<file path="src/rtl/tinyodin_obi_loader.sv">
// OBI master that loads the tinyODIN charge core memory map from region/index/length commands,
// issuing one single-word write at a time in fill (replicated word) or stream (one beat/word) mode.
package obi_pkg;
  typedef struct packed {
    logic        req;
    logic        we;
    logic [3:0]  be;
    logic [31:0] addr;
    logic [31:0] wdata;
  } obi_req_t;

  typedef struct packed {
    logic        gnt;
    logic        rvalid;
    logic [31:0] rdata;
  } obi_resp_t;
endpackage

module tinyodin_obi_loader (
  input  logic               CLK,
  input  logic               RST,
  input  logic               cmd_valid_i,
  output logic               cmd_ready_o,
  input  logic [1:0]         cmd_region_i,
  input  logic [12:0]        cmd_index_i,
  input  logic [12:0]        cmd_len_i,
  input  logic               cmd_fill_i,
  input  logic [31:0]        cmd_fill_data_i,
  input  logic               data_valid_i,
  output logic               data_ready_o,
  input  logic [31:0]        data_i,
  output obi_pkg::obi_req_t  tinyODIN_master_req_o,
  input  obi_pkg::obi_resp_t tinyODIN_master_resp_i,
  output logic               busy_o,
  output logic               done_o,
  output logic               err_o,
  input  logic               err_clr_i
);

  typedef enum logic [1:0] {StIdle, StFetch, StReq, StResp} state_e;

  state_e      state_q, state_d;
  logic [1:0]  region_q, region_d;
  logic [12:0] index_q, index_d;
  logic [12:0] remain_q, remain_d;
  logic        fill_q, fill_d;
  logic [31:0] wdata_q, wdata_d;
  logic        done_q, done_d;
  logic        err_q, err_d;
  logic [13:0] end_idx;
  logic [13:0] limit;
  logic        in_range;
  logic        unused_rdata;

  assign unused_rdata = ^tinyODIN_master_resp_i.rdata;

  // Last legal word index per region; the single control word forces index=0 and len=0.
  always_comb begin
    unique case (cmd_region_i)
      2'b00:   limit = 14'd63;
      2'b01:   limit = 14'd255;
      2'b10:   limit = 14'd8191;
      default: limit = 14'd0;
    endcase
  end

  assign end_idx  = {1'b0, cmd_index_i} + {1'b0, cmd_len_i};
  assign in_range = (end_idx <= limit);

  always_comb begin
    state_d  = state_q;
    region_d = region_q;
    index_d  = index_q;
    remain_d = remain_q;
    fill_d   = fill_q;
    wdata_d  = wdata_q;
    done_d   = 1'b0;
    err_d    = err_q;
    if (err_clr_i) begin
      err_d = 1'b0;
    end
    unique case (state_q)
      StIdle: begin
        if (cmd_valid_i) begin
          if (!in_range) begin
            err_d = 1'b1;
          end else begin
            region_d = cmd_region_i;
            index_d  = cmd_index_i;
            remain_d = cmd_len_i;
            fill_d   = cmd_fill_i;
            wdata_d  = cmd_fill_data_i;
            state_d  = cmd_fill_i ? StReq : StFetch;
          end
        end
      end
      StFetch: begin
        if (data_valid_i) begin
          wdata_d = data_i;
          state_d = StReq;
        end
      end
      StReq: begin
        if (tinyODIN_master_resp_i.gnt) begin
          state_d = StResp;
        end
      end
      StResp: begin
        if (tinyODIN_master_resp_i.rvalid) begin
          if (remain_q == 13'd0) begin
            done_d  = 1'b1;
            state_d = StIdle;
          end else begin
            index_d  = index_q + 13'd1;
            remain_d = remain_q - 13'd1;
            state_d  = fill_q ? StReq : StFetch;
          end
        end
      end
      default: state_d = StIdle;
    endcase
  end

  // Request fields are zero outside REQ so stale addresses never leak onto the bus.
  always_comb begin
    tinyODIN_master_req_o = '0;
    if (state_q == StReq) begin
      tinyODIN_master_req_o.req   = 1'b1;
      tinyODIN_master_req_o.we    = 1'b1;
      tinyODIN_master_req_o.be    = 4'hF;
      tinyODIN_master_req_o.addr  = {10'b0, region_q, 5'b0, index_q, 2'b00};
      tinyODIN_master_req_o.wdata = wdata_q;
    end
  end

  assign cmd_ready_o  = (state_q == StIdle);
  assign data_ready_o = (state_q == StFetch);
  assign busy_o       = (state_q != StIdle);
  assign done_o       = done_q;
  assign err_o        = err_q;

  always_ff @(posedge CLK or posedge RST) begin
    if (RST) begin
      state_q  <= StIdle;
      region_q <= 2'b00;
      index_q  <= 13'd0;
      remain_q <= 13'd0;
      fill_q   <= 1'b0;
      wdata_q  <= 32'd0;
      done_q   <= 1'b0;
      err_q    <= 1'b0;
    end else begin
      state_q  <= state_d;
      region_q <= region_d;
      index_q  <= index_d;
      remain_q <= remain_d;
      fill_q   <= fill_d;
      wdata_q  <= wdata_d;
      done_q   <= done_d;
      err_q    <= err_d;
    end
  end

endmodule

</file>
<file path="config.mk">
export PLATFORM = sky130hd
export DESIGN_NAME = tinyodin_obi_loader
export DESIGN_NICKNAME = d
export VERILOG_FILES = /design/src/rtl/tinyodin_obi_loader.sv
export SDC_FILE = /design/constraint.sdc
export NUM_CORES = 1
export LEC_CHECK = 0
export ABC_AREA = 1
export BUFFER_PORTS_ARGS = -buffer_cell sky130_fd_sc_hd__buf_2
export CAP_MARGIN = 20
export CORE_UTILIZATION = 35
export CTS_CLUSTER_DIAMETER = 120
export DETAILED_ROUTE_END_ITERATION = 10
export PLACE_DENSITY = 0.58
export SLEW_MARGIN = 30
export SYNTH_ARGS = -nofsm -noshare
export SYNTH_HDL_FRONTEND = slang
export SYNTH_SLANG_ARGS = --single-unit
</file>
<file path="constraint.sdc">
create_clock -name CLK -period 2.5 [get_ports CLK]
set_clock_uncertainty 0.05 [all_clocks]
set_input_delay 0.25 -clock CLK [delete_from_list [all_inputs] [get_ports CLK]]
set_output_delay 0.25 -clock CLK [all_outputs]
set_load 0.005 [all_outputs]
</file>
==> run_results.csv, run 1 <==
group,metric,value,unit
layout,nFillCells,1440,
setup_path,end_kind,"register",
global_route,antenna_found_initial,0,
global_route,grt_pass1_vias,4859,
status,status,"complete, but fails checks",
clock_tree,tritoncts,"yes",
place,place_congestion,0.842,
synthesis,synth.avg_cell_area,7.39,um^2
pwr,ir_drop,0.575,mV
synthesis,ys_types,38,
global_route,grt_pass1_wl,24200,um
timing,worst_slack,-0.386,ns
setup_path,required,2.67,ns
synthesis,synthFlopType,"dfrtp_1",
detailed_routing,routed_via_density,4.72,
pwr,p_per_area,1090,mW/mm^2
setup_path,crit_chain,"buf_2, ha_4, buf_4, nand2_2, nor2_2, nand3_2, nand3_4, nand3_2, nand2_1, xor2_1, ha_1, nand2_2, buf_6, nor3_4, nand4_1, nand2_1, nand3_2, nand2_4, nand3_4, clkbuf_16, nand2_1, nand2_1",
place,place_area,0.00665,mm^2
timing,setup_viol,64,
synthesis,ys_warn_count,0,
floorplan,die-area,0.0155,mm^2
clock_tree,root_buffer,"clkbuf_16",
setup_path,crit_type,"input pin to register",
layout,stdcell_area,0.00757,mm^2
floorplan,initial_utilization,36.1,%
setup_path,cp_common_cell,"nand2_1",
synthesis,synthCells,712,
layout,layout-drive-gt1-share,42.3,%
setup_path,crit_path_max_incr_delay,0.31,ns
timing,max_slew_margin,61.9,%
timing,fmax,347,MHz
synthesis,synth.yosys.seq_area_share,30.9,%
setup_path,start_kind,"input pin",
flow_run,cap_viol_max_count,0,
layout,layout.cells.most_common,"buf_2",
pwr,leakagePower,4.16,nW
layout,final_nets,1087,
synthesis,synth_largest_area_cell,"dfrtp_1",
clock_tree,clockBufferDepth,2,
detailed_routing,route.detailed.drc,0,
synthesis,synthesis.area,0.00526,mm^2
floorplan,dieHeight,125,um
clock_tree,clkTransAtPathRegs,0.06,ns
detailed_routing,drt_wl_total,15000,um
synthesis,ys_seq_elements,65,
synthesis,synth-async-reset-ratio,100,%
timing,finalHoldViolCount,0,
floorplan,ioPinCount,207,
detailed_routing,first_pass_iters,4,
timing,slew_violations,0,
clock_tree,ctsHtreeMaxLevel,3,
synthesis,synth.top_cell.area_share,30.9,%
layout,diodes,0,
hold_path,hold_path.class,"input pin to register",
place,dp_hpwl,11000,um
floorplan,die_w,125,um
pwr,p_total,8.27,mW
clock_tree,insertion_delay,0.34,ns
timing,period_share,115,%
detailed_routing,vias,5257,
clock_tree,cts-buffers-inserted,9,
setup_path,crit_path_max_fanout,6,
timing,min_period,2.89,ns
floorplan,num_rows,44,
setup_path,arrival,3.06,ns
detailed_routing,post_drt_wl_per_cell,13.5,um
synthesis,yosys-top-cells-area,"dfrtp_1 31%, nand2_1 12%, ha_1 7.1%",
timing,rsz0062_at_grt,"true",
layout,areaGrowthSynthToFinish,43.7,%
floorplan,core_area,0.0146,mm^2
global_route,gr-total-overflow,0,
synthesis,synth_edf_count,0,
detailed_routing,drt_iter0_drc,222,
clock_tree,clock_sinks,65,
global_route,grtUsageTotal,19.4,%
timing,worstMarginPinSlew,0.571,ns
status,violations,"negative setup slack",
global_route,grt_max_degree,46,
setup_path,cp_slowest_cell,"ha_1",
layout,final_cell_mix,"154 x buf_2, 104 x nand2_1, 90 x inv_1",
detailed_routing,postRouteAntennaNets,0,
place,portBuffers,157,
-- kinds of logic (layout without fill, tap and decap cells) --
group / Yosys count / in the layout / share of synthesized area (%)
compound gates: 94 / 94 / 11.9
xor+xnor: 21 / 21 / 3.49
fa+ha+maj: 31 / 31 / 7.51
buf+inv: 147 / 347 / 13.7
flops: 65 / 65 / 30.9
mux: 32 / 32 / 6.09
other cells: 1 / 17 / 0.0712
simple gates: 321 / 322 / 26.4
-- path summary, 6_finish.rpt --
kind / end / slack (ns) / depth (start not counted) / start
max in group asynchronous: wdata_q[22]$_DFFE_PP0P_ / 1.30 / 4 / RST
min in group asynchronous: wdata_q[20]$_DFFE_PP0P_ / 0.47 / 3 / RST
setup reg to reg: index_q[11]$_DFFE_PP0P_ / 0.18 / 13 / remain_q[0]$_DFFE_PP0P_
hold / removal: err_o$_DFF_PP0_ / 0.03 / 2 / err_clr_i
setup / recovery: index_q[11]$_DFFE_PP0P_ / -0.39 / 22 / cmd_len_i[7]
hold reg to reg: remain_q[2]$_DFFE_PP0P_ / 0.42 / 2 / remain_q[2]$_DFFE_PP0P_
-- state kept, by name, summed over array words and instances (netlist names) --
signal and count:
state_q 2, index_q 13, done_o 1, err_o 1, wdata_q 32, region_q 2, remain_q 13, fill_q 1
-- cell usage after synthesis, types with 7 or more instances --
library cell and number:
nand4_1 34, nor3_1 7, o21ai_0 29, nand2_1 173
a21oi_1 13, mux2i_1 32, ha_1 30, inv_1 93
buf_2 9, dfrtp_1 65, clkbuf_1 10, o21ai_2 30
buf_4 22, buf_6 10, nor2_1 77, a31oi_1 9
xor2_1 18, nand3_1 18
-- metal layers --
metal	up-vias	global-route usage, %	wire length (um)
li1	2700	-	-
met5	-	0	0
met4	0	4.18	137
met1	2413	25.5	6780
met3	11	4.34	738
met2	133	32.3	7380
-- metrics by stage --
step | instances | setup TNS (ns) | setup slack, ns | util, % | hold slack, ns
after floorplan | 728 | -23.59 | -0.403 | - | 0.296
after global placement | 1086 | -43.84 | -0.764 | 45.6 | 0.300
after detailed placement | 1086 | -49.13 | -0.845 | 45.6 | 0.304
after CTS | 1108 | -20.80 | -0.354 | 49.7 | 0.0195
after global routing | 1113 | -33.56 | -0.555 | 51.9 | 0.0197
final | 1113 | -22.69 | -0.386 | 51.9 | 0.0331
-- critical path: cells and delay by family --
| family | cells | cell delay (ns) |
|---|---|---|
| and+or+nand+nor | 15 | 1.53 |
| xor gates and xnor gates | 1 | 0.08 |
| adders and majority gates | 2 | 0.60 |
| buffers and inverters | 4 | 0.59 |
-- timing repair --
item,in CTS,in global routing
hold buffers,1,0
hold endpoints to repair,25,0
cloned,2,3
pin swaps,8,4
buffers inserted,3,2
endpoints found under the setup margin,64,64
gates resized for setup,47,64
-- where the power goes --
part	leakage [nW]	switching, mW	total [mW]	internal (mW)
Clock	0.146	0.506	1.29	0.780
Sequential	0.808	0.520	2.09	1.57
Combinational	3.20	2.73	4.90	2.17
Total	4.16	3.75	8.27	4.52
-- area by class of cell --
type,count,area [um^2],area share (%)
multi-input combinational,517,3460,45.7
sequential,65,1630,21.5
timing repair buffer,236,1590,21.0
inverter,95,357,4.71
tap,184,230,3.04
clock buffer,9,225,2.98
clock inverter,7,77.6,1.03
Note: power is estimated with default switching activity, not from simulation.
==> inputs of run 2 (changes only) <==
Settings changed: PLACE_DENSITY 0.58 to unset.
==> run_results.csv, run 2 (synthesized netlist as in run 1, its figures left out) <==
group,metric,value,unit
global_route,grtUsageTotal,19.5,%
timing,worstMarginPinSlew,0.606,ns
detailed_routing,route.detailed.drc,0,
floorplan,core_area,0.0146,mm^2
layout,largest_register,"wdata_q",
status,status,"complete, but fails checks",
timing,period_share,116,%
detailed_routing,first_pass_iters,5,
timing,worst_slack,-0.396,ns
global_route,antenna_found_initial,0,
timing,setup_viol,64,
status,violations,"negative setup slack",
floorplan,die_w,125,um
layout,largest_register_ffs,32,
detailed_routing,drt_iter0_drc,231,
setup_path,cp_slowest_cell,"ha_1",
place,dp_hpwl,10900,um
layout,areaGrowthSynthToFinish,41.7,%
layout,nFillCells,1444,
timing,rsz0062_at_grt,"true",
floorplan,initial_utilization,36.1,%
flow_run,cap_viol_max_count,0,
floorplan,dieHeight,125,um
place,numPlacedInstances,1081,
clock_tree,insertion_delay,0.33,ns
setup_path,end_kind,"register",
layout,layout-drive-gt1-share,40.7,%
setup_path,crit_type,"input pin to register",
global_route,grt_pass1_wl,24500,um
hold_path,hold_path.class,"input pin to register",
clock_tree,ctsHtreeMaxLevel,3,
floorplan,ioPinCount,207,
layout,final_cells,1107,
layout,final_cell_mix,"155 x buf_2, 111 x nand2_1, 90 x inv_1",
setup_path,cp_common_cell,"nand2_1",
clock_tree,clkTransAtPathRegs,0.06,ns
place,dpl_worst_slack,-0.850,ns
setup_path,crit_path_max_incr_delay,0.34,ns
layout,final_nets,1082,
clock_tree,clockBufferDepth,2,
detailed_routing,vias,5259,
layout,largestRegisters,"wdata_q (32), index_q (13), remain_q (13)",
clock_tree,root_buffer,"clkbuf_16",
timing,finalSetupTns,-23.12,ns
clock_tree,clock_sinks,65,
timing,max_slew_margin,59.5,%
global_route,gr-total-overflow,0,
pwr,p_per_area,1100,mW/mm^2
global_route,grt_max_degree,51,
setup_path,crit_chain,"buf_2, ha_1, a21oi_1, nand2_1, nand2_1, nand3_4, nand3_2, nand2_1, xor2_1, ha_1, nand2_2, buf_6, nor3_4, nand4_1, nand2_1, nand3_2, nand2_4, buf_12, nand2_8, clkbuf_16, nand2_2, o21ai_2",
clock_tree,tritoncts,"yes",
detailed_routing,postRouteAntennaNets,0,
setup_path,required,2.67,ns
detailed_routing,routed_via_density,4.75,
timing,slew_violations,0,
setup_path,crit_path_max_fanout,9,
floorplan,die-area,0.0155,mm^2
layout,diodes,0,
setup_path,arrival,3.06,ns
timing,whs,0.0342,ns
pwr,leakagePower,4.13,nW
floorplan,num_rows,44,
clock_tree,cts-buffers-inserted,9,
timing,fmax,345,MHz
timing,finalHoldViolCount,0,
pwr,ir_drop,0.548,mV
detailed_routing,drt_wl_total,15100,um
detailed_routing,post_drt_wl_per_cell,13.6,um
layout,layout.cells.most_common,"buf_2",
setup_path,start_kind,"input pin",
place,portBuffers,157,
place,place_congestion,0.831,
timing,min_period,2.90,ns
setup_path,r2r_setup_slack,0.20,ns
global_route,grt_pass1_vias,4940,
-- run 2: final cells by class --
type	count	area [um^2]	share of cell area [%]
multi-input combinational	516	3370	45.2
timing repair buffer	232	1580	21.2
sequential	65	1630	21.8
tap	184	230	3.09
clock inverter	5	56.3	0.755
clock buffer	10	239	3.20
inverter	95	357	4.78
-- run 2: worst max-delay path: cells and delay by family --
| kind | cells | cell delay (ns) |
|---|---|---|
| compound gates | 2 | 0.20 |
| xor+xnor | 1 | 0.14 |
| fa+ha+maj | 2 | 0.65 |
| buf+inv | 4 | 0.56 |
| simple gates | 13 | 1.25 |
-- run 2: metal layers --
layer / wire length (um) / track usage, % / vias to the layer above / part of all wire [%]
met5: 0 / 0 / - / 0
met1: 6770 / 24.8 / 2406 / 45
li1: - / - / 2684 / -
met2: 7230 / 33.0 / 150 / 48
met3: 793 / 4.68 / 19 / 5.3
met4: 278 / 4.82 / 0 / 1.8
-- run 2: timing repair --
item,CTS,global route
gates cloned,2,3
pin swaps,8,4
hold endpoints to repair,25,0
setup endpoints to repair,64,64
resized for setup,47,51
buffers inserted,6,2
hold buffers,1,0
-- run 2: final timing paths --
kind                                          from                       to  cells past startpoint
setup / recovery                    cmd_index_i[4]  wdata_q[23]$_DFFE_PP0P_                     22
hold / removal                           err_clr_i          err_o$_DFF_PP0_                      2
setup reg to reg           remain_q[1]$_DFFE_PP0P_  remain_q[7]$_DFFE_PP0P_                     13
hold reg to reg            index_q[12]$_DFFE_PP0P_  index_q[12]$_DFFE_PP0P_                      2
max in group asynchronous                      RST  wdata_q[31]$_DFFE_PP0P_                      4
min in group asynchronous                      RST  wdata_q[20]$_DFFE_PP0P_                      3
-- run 2: stage by stage --
stage	instance area (um^2)	power [mW]	utilization, %
after floorplan	5430	4.96	-
after global placement	6620	6.06	45.4
final	7460	8.17	51.1
after detailed placement	6620	6.11	45.4
after global routing	7460	8.87	51.1
after CTS	7200	7.82	49.4
-- run 2: power by group --
group	switching [mW]	total, mW	internal, mW
Combinational	2.69	4.84	2.14
Clock	0.473	1.26	0.791
Sequential	0.495	2.07	1.57
